## config.mk

```make
export PLATFORM = sky130hd
export DESIGN_NAME = sync_fifo_param
export DESIGN_NICKNAME = d
export VERILOG_FILES = /design/src/rtl/sync_fifo_param.sv
export SDC_FILE = /design/constraint.sdc
export NUM_CORES = 1
export LEC_CHECK = 0
export CORE_MARGIN = 1.5
export CORE_UTILIZATION = 50
export CTS_BUF_LIST = sky130_fd_sc_hd__clkbuf_8
export DETAILED_ROUTE_END_ITERATION = 7
export DONT_BUFFER_PORTS = 1
export GPL_TIMING_DRIVEN = 0
export PLACE_DENSITY = 0.69
export REMOVE_ABC_BUFFERS = 1
export SLEW_MARGIN = 20
export SYNTH_ARGS = -nofsm -noshare
export SYNTH_HDL_FRONTEND = slang
export SYNTH_SLANG_ARGS = --single-unit
```

## constraint.sdc

```tcl
create_clock -name clk -period 1.7 [get_ports clk]
set_clock_uncertainty 0.05 [all_clocks]
set_input_delay 0.17 -clock clk [delete_from_list [all_inputs] [get_ports clk]]
set_output_delay 0.17 -clock clk [all_outputs]
set_load 0.02 [all_outputs]
```

## src/rtl/sync_fifo_param.sv

```systemverilog
// Single-clock parametrised FIFO with registered status flags, occupancy count and ack/err handshakes.
// Define SYNC_FIFO_HWM_EN to add the hwm_clr input and the registered high-water-mark output hwm.
module sync_fifo_param #(
    parameter int WIDTH  = 8,
    parameter int DEPTH  = 16,
    parameter int AE_TH  = 2,
    parameter int AF_TH  = 14,
    parameter int ADDR_W = $clog2(DEPTH)
) (
    input  logic              clk,
    input  logic              rst,
    input  logic              wr_en,
    input  logic [WIDTH-1:0]  din,
    input  logic              rd_en,
    output logic [WIDTH-1:0]  dout,
    output logic              full,
    output logic              almost_full,
    output logic              empty,
    output logic              almost_empty,
    output logic              wr_ack,
    output logic              wr_err,
    output logic              rd_ack,
    output logic              rd_err,
`ifdef SYNC_FIFO_HWM_EN
    input  logic              hwm_clr,
    output logic [ADDR_W:0]   hwm,
`endif
    output logic [ADDR_W:0]   count
);

    localparam int CW = ADDR_W + 1;
    localparam logic [CW-1:0] ONE_C = CW'(1);
    localparam logic [CW-1:0] AE_C  = CW'(AE_TH);
    localparam logic [CW-1:0] AF_C  = CW'(AF_TH);

    generate
        if (DEPTH < 4 || (DEPTH & (DEPTH - 1)) != 0) begin : g_bad_depth
            $error("sync_fifo_param: DEPTH=%0d must be a power of two and >= 4", DEPTH);
        end
        if (AE_TH >= AF_TH) begin : g_bad_thresholds
            $error("sync_fifo_param: AE_TH=%0d must be below AF_TH=%0d", AE_TH, AF_TH);
        end
        if (WIDTH < 1) begin : g_bad_width
            $error("sync_fifo_param: WIDTH=%0d must be >= 1", WIDTH);
        end
    endgenerate

    logic [WIDTH-1:0] mem_reg [DEPTH];

    logic [CW-1:0]    wptr_reg, wptr_next;
    logic [CW-1:0]    rptr_reg, rptr_next;
    logic [CW-1:0]    count_reg, count_next;
    logic             full_reg, full_next;
    logic             empty_reg, empty_next;
    logic             af_reg, af_next;
    logic             ae_reg, ae_next;
    logic             wr_ack_reg, wr_err_reg;
    logic             rd_ack_reg, rd_err_reg;
    logic [WIDTH-1:0] dout_reg;
    logic             wr_ok, rd_ok;

    // A write into a full FIFO is allowed when a read frees a slot in the same cycle.
    always_comb begin
        wr_ok      = wr_en && (!full_reg || rd_en);
        rd_ok      = rd_en && !empty_reg;
        wptr_next  = wr_ok ? wptr_reg + ONE_C : wptr_reg;
        rptr_next  = rd_ok ? rptr_reg + ONE_C : rptr_reg;
        count_next = count_reg;
        if (wr_ok && !rd_ok) begin
            count_next = count_reg + ONE_C;
        end else if (rd_ok && !wr_ok) begin
            count_next = count_reg - ONE_C;
        end
        full_next  = (wptr_next[ADDR_W] != rptr_next[ADDR_W]) &&
                     (wptr_next[ADDR_W-1:0] == rptr_next[ADDR_W-1:0]);
        empty_next = (wptr_next == rptr_next);
        af_next    = (count_next >= AF_C);
        ae_next    = (count_next <= AE_C);
    end

    // Storage has no reset so it maps onto block RAM.
    always_ff @(posedge clk) begin
        if (wr_ok) begin
            mem_reg[wptr_reg[ADDR_W-1:0]] <= din;
        end
    end

    always_ff @(posedge clk or posedge rst) begin
        if (rst) begin
            wptr_reg   <= '0;
            rptr_reg   <= '0;
            count_reg  <= '0;
            full_reg   <= 1'b0;
            empty_reg  <= 1'b1;
            af_reg     <= 1'b0;
            ae_reg     <= 1'b1;
            wr_ack_reg <= 1'b0;
            wr_err_reg <= 1'b0;
            rd_ack_reg <= 1'b0;
            rd_err_reg <= 1'b0;
            dout_reg   <= '0;
        end else begin
            wptr_reg   <= wptr_next;
            rptr_reg   <= rptr_next;
            count_reg  <= count_next;
            full_reg   <= full_next;
            empty_reg  <= empty_next;
            af_reg     <= af_next;
            ae_reg     <= ae_next;
            wr_ack_reg <= wr_ok;
            wr_err_reg <= wr_en && !wr_ok;
            rd_ack_reg <= rd_ok;
            rd_err_reg <= rd_en && !rd_ok;
            // Read-before-write: a full-FIFO read sees the old entry at the shared slot.
            if (rd_ok) begin
                dout_reg <= mem_reg[rptr_reg[ADDR_W-1:0]];
            end
        end
    end

`ifdef SYNC_FIFO_HWM_EN
    logic [CW-1:0] hwm_reg, hwm_next;

    always_comb begin
        hwm_next = hwm_reg;
        if (hwm_clr) begin
            hwm_next = count_next;
        end else if (count_next > hwm_reg) begin
            hwm_next = count_next;
        end
    end

    always_ff @(posedge clk or posedge rst) begin
        if (rst) begin
            hwm_reg <= '0;
        end else begin
            hwm_reg <= hwm_next;
        end
    end

    assign hwm = hwm_reg;
`endif

    assign dout         = dout_reg;
    assign full         = full_reg;
    assign almost_full  = af_reg;
    assign empty        = empty_reg;
    assign almost_empty = ae_reg;
    assign wr_ack       = wr_ack_reg;
    assign wr_err       = wr_err_reg;
    assign rd_ack       = rd_ack_reg;
    assign rd_err       = rd_err_reg;
    assign count        = count_reg;

endmodule

```

==> results of run 1 <==
Yosys cell counts, drive strengths merged, types with 2 or more instances:
master  instances
nor3            7
nand4           3
edfxtp        128
a22o            8
nand2b          5
mux2i          41
a21oi          11
nor3b           2
dfstp           2
a31oi           8
inv             9
o21ai          12
nor2b           3
ha              7
dfrtp          29
nand3           5
nand2          11
clkbuf          3
a22oi           8
and3            2
xor2            6
buf            14
nor2           16
xnor2           9
mux4           16
final cells by class:
type	instances	share of cell area, %
sequential	159	56.7
multi-input combinational	190	26.2
timing repair buffer	63	9.52
clock buffer	22	3.70
tap	172	2.63
clock inverter	10	0.764
inverter	9	0.443
antenna	1	0.0306
metal layers:
metal	track usage (%)	vias up
met4	7.87	2
met2	35.9	123
li1	-	1598
met5	0	-
met3	6.80	26
met1	29.2	1837
cell families (layout without fill, tap and decap cells):
logic type,Yosys count,after routing
xor+xnor,16,16
simple gates,57,57
mux,57,57
fa+ha+maj,7,7
flops,159,159
other cells,0,1
compound gates,53,53
buf+inv,26,104
worst max-delay path, delay by kind of cell, from the launching register on:
kind,cells,cell delay [ns]
simple gates,2,0.32
flops,1,0.64
compound gates,3,0.65
buf+inv,1,0.11
timing repair:
action | CTS | global route
setup buffers | 27 | 19
resized for setup | 79 | 34
setup endpoints to repair | 148 | 142
gates cloned | 1 | 1
hold endpoints to repair | 166 | 3
pin swaps | 14 | 16
stage by stage:
| stage | worst slack [ns] | util, % |
|---|---|---|
| finish | -0.175 | 64.9 |
| global route | -0.296 | 64.9 |
| CTS | -0.119 | 62.0 |
| detailed placement | -0.620 | 52.9 |
| global placement | -1.93 | 52.3 |
| floorplan | -1.14 | - |
cell usage in the layout (no fill, tap or decap), types with 9 or more instances in the layout:
cell,instances
buf_12,17
buf_4,21
buf_6,9
clkbuf_8,22
dfrtp_1,19
dlygate4sd3_1,14
edfxtp_1,128
mux2i_1,32
mux4_2,16
nor2_4,13
path summary, 6_finish.rpt:
kind | start | slack [ns] | cells after the start | to
worst max-delay path | empty | -0.18 | 6 | almost_empty
worst min-delay path | wr_en | -0.03 | 3 | wptr_reg[2]
worst max register to register | empty | -0.18 | 6 | almost_empty
worst min register to register | rptr_reg[4] | 0.45 | 1 | rptr_reg[4]
max in group asynchronous | rst | 0.86 | 2 | rptr_reg[1]
min in group asynchronous | rst | 0.23 | 2 | dout[2]
power groups by stage:
stage | clock (µW) | combinational [µW] | sequential, µW
final | 2590 | 5940 | 5720
after global routing | 2800 | 6300 | 5790
after floorplan | 0 | 2350 | 5870
after detailed placement | 0 | 3370 | 5920
after global placement | 0 | 2860 | 6130
after CTS | 2590 | 4810 | 5810
==> key figures, run 1 <==
Power
  • Switch share: between 30 and 40%
  • Psw: ~5300 µW
  • Comb power frac: between 40% and 50%
  • Clock share of power: between 10% and 20%
  • Sequential Power Share: between 40% and 50%
  • Pwr Density: approximately 1700 nW/µm²
  • VDD IR max: 0.000847 V
  • Total power: between 10000 and 15000 µW
  • Internal Power: approximately 9000 µW
  • Leakage: about 0.0029 µW

Floorplanning
  • Num ports: 33
  • Core area: approximately 13000 µm²
  • Die area: roughly 14000 µm²
  • Die Ht: 117 µm
  • Initial core utilization: between 50 and 60%
  • Die W: roughly 120 µm
  • # rows: 41

Placement
  • PortBufs: 0
  • Placer Congestion: between 0.7 and 0.8
  • Dpl cells: about 530
  • Hpwl dp: 7740 µm
  • Cell Area, Placed: between 6000 and 7000 µm²

Synth
  • Mux contribution to synthesized area: 11.9%
  • Count of cell types in the netlist: 50
  • Largest family of logic cells by synthesized area: multiplexers
  • Simple-Gate Fraction of Synth Area: between 5 and 6%
  • Number of flops mapped to enable cells by yosys: around 130
  • Syn Std Cell Area: about 6500 µm²
  • Synth Flop Type: edfxtp_1
  • YS warnings: 0
  • Synth Register Bits: between 150 and 200
  • Synth Area in Compound Gates: 5.56%
  • Sequential-to-total area share from yosys stat: approximately 70%
  • Syn_area_per_cell: ~17 µm²
  • Post-Synth XOR/XNOR Area: 2.72%
  • Fraction of registers with async set/reset: between 15 and 20%
  • Post-synth top area cell: edfxtp_1
  • Area contributors post-synth: edfxtp_1 (59%), dfrtp_1 (11%), mux2i_1 (6.3%), mux4_2 (5.6%), ha_1 (1.4%)
  • Syn Inst Count: about 380
  • Post-Synth Adder-Cell Area: about 1.4%
  • Top-area cell type share of the netlist area: slightly below 60%

Flow run
  • Max cap viols: 0

Worst setup path
  • CP Cell Sequence: nand2b_4 -> buf_12 -> nand3_4 -> o21ai_0 -> a21oi_2 -> a2111oi_2
  • Max incr delay on CP: 0.64 ns
  • Critical path class: flop to flop
  • Worst-path maximum fanout: 5
  • CP endpoint kind: flop
  • Data arrival time of the worst path: around 2.2 ns
  • Worst EP required: 2.02 ns
  • Worst setup SP type: flop
  • Slowest-stage cell, CP: dfstp_2

Final layout
  • Sequential Area: roughly 4600 µm²
  • Layout cells sized above 1: slightly below 40%
  • Footprint of the multi-input gates: 2150 µm²
  • Nets@finish: 459
  • Post-Layout Cell Count: 626
  • # fillers: 840
  • Fin area: 8190 µm²
  • Number of flip-flops in the largest register: roughly 130
  • Layout area overhead: 26.3%

Detailed routing
  • Met2 WL post-DR: 7840 µm
  • Drt first pass iters: 4
  • Vias per cell: roughly 5.7
  • Initial DRC count: slightly below 400
  • Met3 Wirelength: 1100 µm
  • Drt drc: 0
  • M1 wire length: just under 6000 µm
  • Final Routed Wirelength: between 15000 and 20000 µm
  • Vias: about 3600
  • Uppermost layer routed: met5
  • Antenna-violating nets left: 0
  • Drt wl/cell: about 24 µm

CTS
  • Clock sink count: ~160
  • CTS root buf: clkbuf_8
  • Hold buffers post-CTS: 14
  • Clk_lat worst skew: around 0.47 ns
  • Number of H-tree levels: 4
  • Worst-case clock buffer depth: 2
  • CTS tree: built
  • Clock buffer count from CTS: 17
  • CTS clk-pin slew, worst paths: 0.09 ns

GRT
  • Grt ovf: 0
  • GRT Total Usage: about 22%
  • Vias in the first global route: around 3500
  • Initial antenna violation count: 2
  • Largest net degree at the start of global routing: 32
  • First-pass GRT wire length: 20900 µm

STA
  • Relative slew slack: between 50% and 60%
  • Final period util: 110%
  • Peak Freq: between 0.5 and 0.6 GHz
  • Setup TNS: -3.61 ns
  • Final Max Slew Viols: 0
  • Hold slack: -0.0311 ns
  • Final worst path period need: about 1.9 ns
  • Final setup fails: 77
  • Setup slack after layout: -0.175 ns
  • Fin. Hold Viols: 2
  • Worst-Margin Slew: around 0.69 ns
  • Setup repair after global routing missed its margin: true

Status
  • Violated checks: negative hold slack, negative setup slack
  • Status: complete, but fails checks

Worst hold path
  • Hold Crit Class: input pin to flop
Power figures use the tool's default switching activity.
==> run 2: changes to the inputs <==
--- a/config.mk
+++ b/config.mk
@@ -6,12 +6,12 @@
 export NUM_CORES = 1
 export LEC_CHECK = 0
 export CORE_MARGIN = 1.5
-export CORE_UTILIZATION = 50
+export CORE_UTILIZATION = 37
 export CTS_BUF_LIST = sky130_fd_sc_hd__clkbuf_8
 export DETAILED_ROUTE_END_ITERATION = 7
 export DONT_BUFFER_PORTS = 1
 export GPL_TIMING_DRIVEN = 0
-export PLACE_DENSITY = 0.69
+export PLACE_DENSITY = 0.55
 export REMOVE_ABC_BUFFERS = 1
 export SLEW_MARGIN = 20
 export SYNTH_ARGS = -nofsm -noshare
==> run 2 against run 1 <==
The flow still finishes with violations (negative hold slack, negative setup slack). Utilization down 16 points. Count of clock-buffer cells in the layout decreased by 4. Sequential share of layout area down 1.3 points. Maximum frequency up 3.4%. Global-route usage is 5.2 points lower. Flip-flop and latch count unchanged. Combinational power is 2% lower. Via count down 1.9%. Cell area rose by 2.2%. Highest routed layer unchanged. First-iteration DRC count fell by 29%. Critical path type unchanged.
==> key figures, run 2 (synthesis results as in run 1) <==
CTS
  • Clock buffer count from CTS: 17
  • CTS root buf: clkbuf_8
  • Clock sink count: 159
  • Number of H-tree levels: 4
  • Hold buffers post-CTS: 15
  • CTS clk-pin slew, worst paths: around 0.09 ns
  • Worst-case clock buffer depth: 2
  • Clk_lat worst skew: between 0.4 and 0.5 ns
  • CTS tree: built

Detailed routing
  • Antenna-violating nets left: 0
  • Initial DRC count: between 200 and 300
  • Final Routed Wirelength: 15000 µm
  • Vias: around 3500
  • Drt first pass iters: 4
  • Drt drc: 0
  • Vias per cell: approximately 5.2
  • Drt wl/cell: about 22 µm

Floorplanning
  • Die W: 135 µm
  • Die Ht: ~140 µm
  • Initial core utilization: 37.6%
  • Core area: roughly 17000 µm²
  • Num ports: 33
  • # rows: 48
  • Die area: around 18000 µm²

GRT
  • First-pass GRT wire length: about 22000 µm
  • Vias in the first global route: approximately 3500
  • GRT Total Usage: 17.1%
  • Initial antenna violation count: 1
  • Largest net degree at the start of global routing: 32
  • Grt ovf: 0

Final layout
  • Layout area overhead: 29.1%
  • Number of flip-flops in the largest register: about 130
  • Footprint of the multi-input gates: roughly 2200 µm²
  • Fin area: 8370 µm²
  • Nets@finish: 458
  • Layout cells sized above 1: slightly below 40%
  • Antenna diode count: 0
  • Sequential Area: about 4600 µm²
  • Most frequent cells in the layout: edfxtp_1 (128), mux2i_1 (31), dfrtp_1 (20), buf_12 (20), clkbuf_8 (18)
  • # fillers: approximately 1400
  • Final core utilization: about half
  • Most common cell after layout, fill and taps aside: edfxtp_1

Worst setup path
  • Critical path class: flop to flop
  • Worst EP required: approximately 2.0 ns
  • Data arrival time of the worst path: between 2 and 2.5 ns
  • Worst-path maximum fanout: 5
  • CP endpoint kind: flop
  • Worst setup SP type: flop

STA
  • Relative slew slack: between 50% and 60%
  • Final period util: 107%
  • Final worst path period need: 1.81 ns
  • Setup slack after layout: -0.114 ns
  • Hold slack: -0.134 ns
  • Fin. Hold Viols: 4
  • Setup repair after global routing missed its margin: true
  • Final setup fails: 28
  • Worst-Margin Slew: slightly above 0.7 ns
  • Final Max Slew Viols: 0
  • Peak Freq: roughly 0.55 GHz

Status
  • Violated checks: negative hold slack, negative setup slack
  • Status: complete, but fails checks

Power
  • Leakage: between 0.002 and 0.003 µW
  • Pwr Density: roughly 1700 nW/µm²
  • Total power: 14500 µW
  • VDD IR max: 0.00103 V

Placement
  • PortBufs: 0
  • Setup WS pre-CTS: -0.746 ns
  • Placer Congestion: slightly below 0.8
  • Cell Area, Placed: approximately 6700 µm²
  • Hpwl dp: slightly above 8000 µm

Flow run
  • Max cap viols: 0

Worst hold path
  • Hold Crit Class: input pin to flop
-- run 2: per-layer routing --
layer | wire [µm] | global-route usage, %
met5 | 11 | 0
met4 | 149 | 6.45
met3 | 826 | 4.64
met2 | 7160 | 24.4
met1 | 6880 | 25.0
-- run 2: where the power goes --
part           total (µW)  internal [µW]  switching [µW]
logic                5850           2890            2960
registers            5780           4890             887
clock network        2890           1490            1400
-- run 2: final cells by class --
class / count / share of cell area (%)
sequential: 159 / 55.4
multi-input combinational: 190 / 25.9
timing repair buffer: 62 / 10.0
tap: 225 / 3.36
clock buffer: 18 / 2.96
clock inverter: 14 / 1.93
inverter: 9 / 0.433
-- run 2: worst paths after layout --
path | from | endpoint | slack, ns | depth (start not counted)
setup reg to reg | empty | empty | -0.11 | 7
hold reg to reg | rptr_reg[4] | rptr_reg[4] | 0.46 | 1
max in group asynchronous | rst | rptr_reg[2] | 0.84 | 2
min in group asynchronous | rst | dout[3] | 0.24 | 2
setup / recovery | empty | empty | -0.11 | 7
hold / removal | wr_en | wptr_reg[1] | -0.13 | 2
-- run 2: timing repair --
| action | 4_1_cts | 5_1_grt |
|---|---|---|
| endpoints found under the setup margin | 150 | 106 |
| gates resized for setup | 101 | 16 |
| setup buffers | 29 | 15 |
| endpoints found under the hold margin | 167 | 4 |
| pin swaps | 20 | 20 |
| gates cloned | 3 | 0 |
-- run 2: metrics by stage --
stage | setup TNS (ns) | instances
2_1_floorplan | -18.19 | 358
3_3_place_gp | -93.37 | 583
3_5_place_dp | -67.57 | 585
4_1_cts | -1.31 | 664
5_1_grt | -2.76 | 677
6_report | -1.45 | 677
-- run 2: critical path, stage by stage (launching register included) --
cell and delay (ns):
dfstp_2 0.64, nand2b_4 0.19, buf_6 0.11, nand3_4 0.09, buf_4 0.17, a21oi_2 0.16
o221ai_2 0.14, nor3b_2 0.19
==> run 3: changes to the inputs <==
--- a/config.mk
+++ b/config.mk
@@ -6,12 +6,13 @@
 export NUM_CORES = 1
 export LEC_CHECK = 0
 export CORE_MARGIN = 1.5
-export CORE_UTILIZATION = 37
+export CORE_UTILIZATION = 45
 export CTS_BUF_LIST = sky130_fd_sc_hd__clkbuf_8
 export DETAILED_ROUTE_END_ITERATION = 7
 export DONT_BUFFER_PORTS = 1
 export GPL_TIMING_DRIVEN = 0
-export PLACE_DENSITY = 0.55
+export PLACE_DENSITY = 0.64
+export RECOVER_POWER = 100
 export REMOVE_ABC_BUFFERS = 1
 export SLEW_MARGIN = 20
 export SYNTH_ARGS = -nofsm -noshare
==> run 3 against run 2 <==
Combinational power is 3.9% lower. Sequential power is 1% lower. Highest routed layer unchanged. Critical path type unchanged. Sequential share of layout area is 0.80 points higher. Largest power group is now sequential cells. The flow still finishes with violations (negative hold slack, negative setup slack). Utilization is 10 points higher.
==> key figures, run 3 (synthesis results as in run 1) <==
Power
  • Psw: between 5000 and 6000 µW
  • Leakage: about 0.003 µW
  • Pwr Density: 1740 nW/µm²
  • VDD IR max: 0.000705 V
  • Internal Power: approximately 9000 µW
  • Total power: ~14000 µW
  • Comb power frac: 39.2%
  • Clock share of power: a little over a fifth
  • Switch share: around 36%
  • Sequential Power Share: 39.7%

Placement
  • Setup WS pre-CTS: -0.726 ns
  • Hpwl dp: between 7000 and 8000 µm
  • Placer Congestion: 0.765
  • PortBufs: 0

Worst hold path
  • Hold path depth: 3
  • HP Start: wr_en
  • Hold Path End: count[0]
  • Hold Crit Class: input pin to flop

STA
  • Worst-Margin Slew: around 1.3 ns
  • Hold slack: -0.00324 ns
  • Setup slack after layout: -0.102 ns
  • Setup repair after global routing missed its margin: true
  • Final Max Slew Viols: 0
  • Final period util: 106%
  • Fin. Hold Viols: 1
  • Final setup fails: 77
  • Relative slew slack: 14.7%
  • Final worst path period need: around 1.8 ns
  • Peak Freq: 0.555 GHz

Floorplanning
  • Initial core utilization: between 40% and 50%
  • # rows: between 40 and 50
  • Die area: ~15000 µm²
  • Die W: ~120 µm
  • Core area: about 14000 µm²
  • Die Ht: 123 µm
  • Num ports: 33

Detailed routing
  • Vias: ~3600
  • Final Routed Wirelength: 14000 µm
  • Initial DRC count: between 400 and 500
  • Drt first pass iters: 4
  • Drt drc: 0
  • Vias per cell: between 5 and 6
  • Drt wl/cell: 22.2 µm
  • Antenna-violating nets left: 0

Final layout
  • Number of flip-flops in the largest register: ~130
  • Nets@finish: between 400 and 500
  • Final core utilization: roughly three fifths
  • # fillers: approximately 1000
  • Most frequent cells in the layout: edfxtp_1 (128), mux2i_1 (35), buf_12 (23)
  • Layout cells sized above 1: around 37%
  • Most common cell after layout, fill and taps aside: edfxtp_1
  • Antenna diode count: 0
  • Layout area overhead: 27.3%

GRT
  • First-pass GRT wire length: 20700 µm
  • Vias in the first global route: between 3000 and 4000
  • Initial antenna violation count: 1
  • Grt ovf: 0
  • Largest net degree at the start of global routing: 32
  • GRT Total Usage: 19.2%

CTS
  • Number of H-tree levels: 4
  • Clk_lat worst skew: 0.46 ns
  • CTS clk-pin slew, worst paths: 0.08 ns
  • CTS tree: built
  • Clock sink count: between 150 and 200
  • CTS root buf: clkbuf_8
  • Worst-case clock buffer depth: 2
  • Clock buffer count from CTS: 17

Status
  • Violated checks: negative hold slack, negative setup slack
  • Status: complete, but fails checks

Worst setup path
  • Worst setup SP type: flop
  • Critical path class: flop to flop
  • Register-to-register setup slack: -0.10 ns
  • CP endpoint kind: flop
  • Worst flop-to-flop path endpoint: mem_reg[1][4]
  • Reg2reg path depth: 5
  • Data arrival time of the worst path: roughly 1.9 ns
  • Worst EP required: roughly 1.8 ns
  • Reg2Reg Launch Point: full
  • Worst-path maximum fanout: 8

Flow run
  • Max cap viols: 0
==> run 3: cell count changes in the layout (fill, tap and decap cells not counted), moves of 3 or more <==
cell / previous run / this run
mux2i_1: 31 / 35
mux2i_2: 2 / 5
inv_4: 6 / 1
buf_12: 20 / 23
mux2i_4: 8 / 1
inv_6: 0 / 5
buf_6: 8 / 4
==> run 3: repair_timing <==
item | 4_1_cts | 5_1_grt
setup endpoints to repair | 149 | 129
pin swaps | 20 | 21
buffers inserted | 28 | 14
hold buffers | 14 | 1
endpoints found under the hold margin | 165 | 2
resized for setup | 70 | 28
cloned | 3 | 0
==> run 3: area by class of cell <==
cell class	instances	area (µm²)	share of cell area, %
sequential	159	4640	56.2
multi-input combinational	190	2070	25.0
timing repair buffer	61	851	10.3
clock buffer	17	234	2.83
tap	180	225	2.73
clock inverter	15	201	2.44
inverter	9	36.3	0.440
==> run 3: through the flow <==
stage | std cells | setup TNS [ns] | instance area [µm²] | hold slack, ns
after global routing | 631 | -6.87 | 8250 | 0.00491
final | 631 | -3.75 | 8250 | -0.00324
after global placement | 538 | -88.23 | 6620 | 0.220
after floorplan | 358 | -18.19 | 6390 | 0.219
after detailed placement | 540 | -63.29 | 6680 | 0.153
after CTS | 617 | -2.02 | 7990 | -0.153
==> run 3: worst max path at each step <==
stage | startpoint | endpoint | slack [ns] | cells after the start
finish | full | mem_reg[1][4] | -0.10 | 5
global route | empty | almost_empty | -0.19 | 6
CTS | empty | almost_empty | -0.09 | 6
detailed placement | wptr_reg[2] | full | -0.73 | 5
global placement | rptr_reg[1] | empty | -1.97 | 6
floorplan | rptr_reg[1] | empty | -1.14 | 6
==> run 3: routing by layer <==
layer / routed length, µm / share of wire (%) / global-route usage, % / vias up
li1: - / - / - / 1591
met1: 5900 / 42 / 25.6 / 1866
met2: 7140 / 51 / 31.0 / 102
met3: 760 / 5.4 / 5.12 / 14
met4: 175 / 1.3 / 6.03 / 2
met5: 13 / 0.093 / 0 / -
==> run 3: power groups by stage <==
stage	registers [µW]	logic (µW)	clock network [µW]
floorplan	5870	2350	0
global placement	6130	2820	0
detailed placement	5950	3260	0
CTS	5800	4870	3070
global route	5760	5980	3240
finish	5700	5620	3030
==> run 3: worst max-delay path, cell delays in order (launching register included) <==
cell and delay, ns:
dfrtp_2 0.47, nor2b_4 0.16, nor2_4 0.20, nand2_2 0.21
nor3_4 0.27, buf_12 0.16
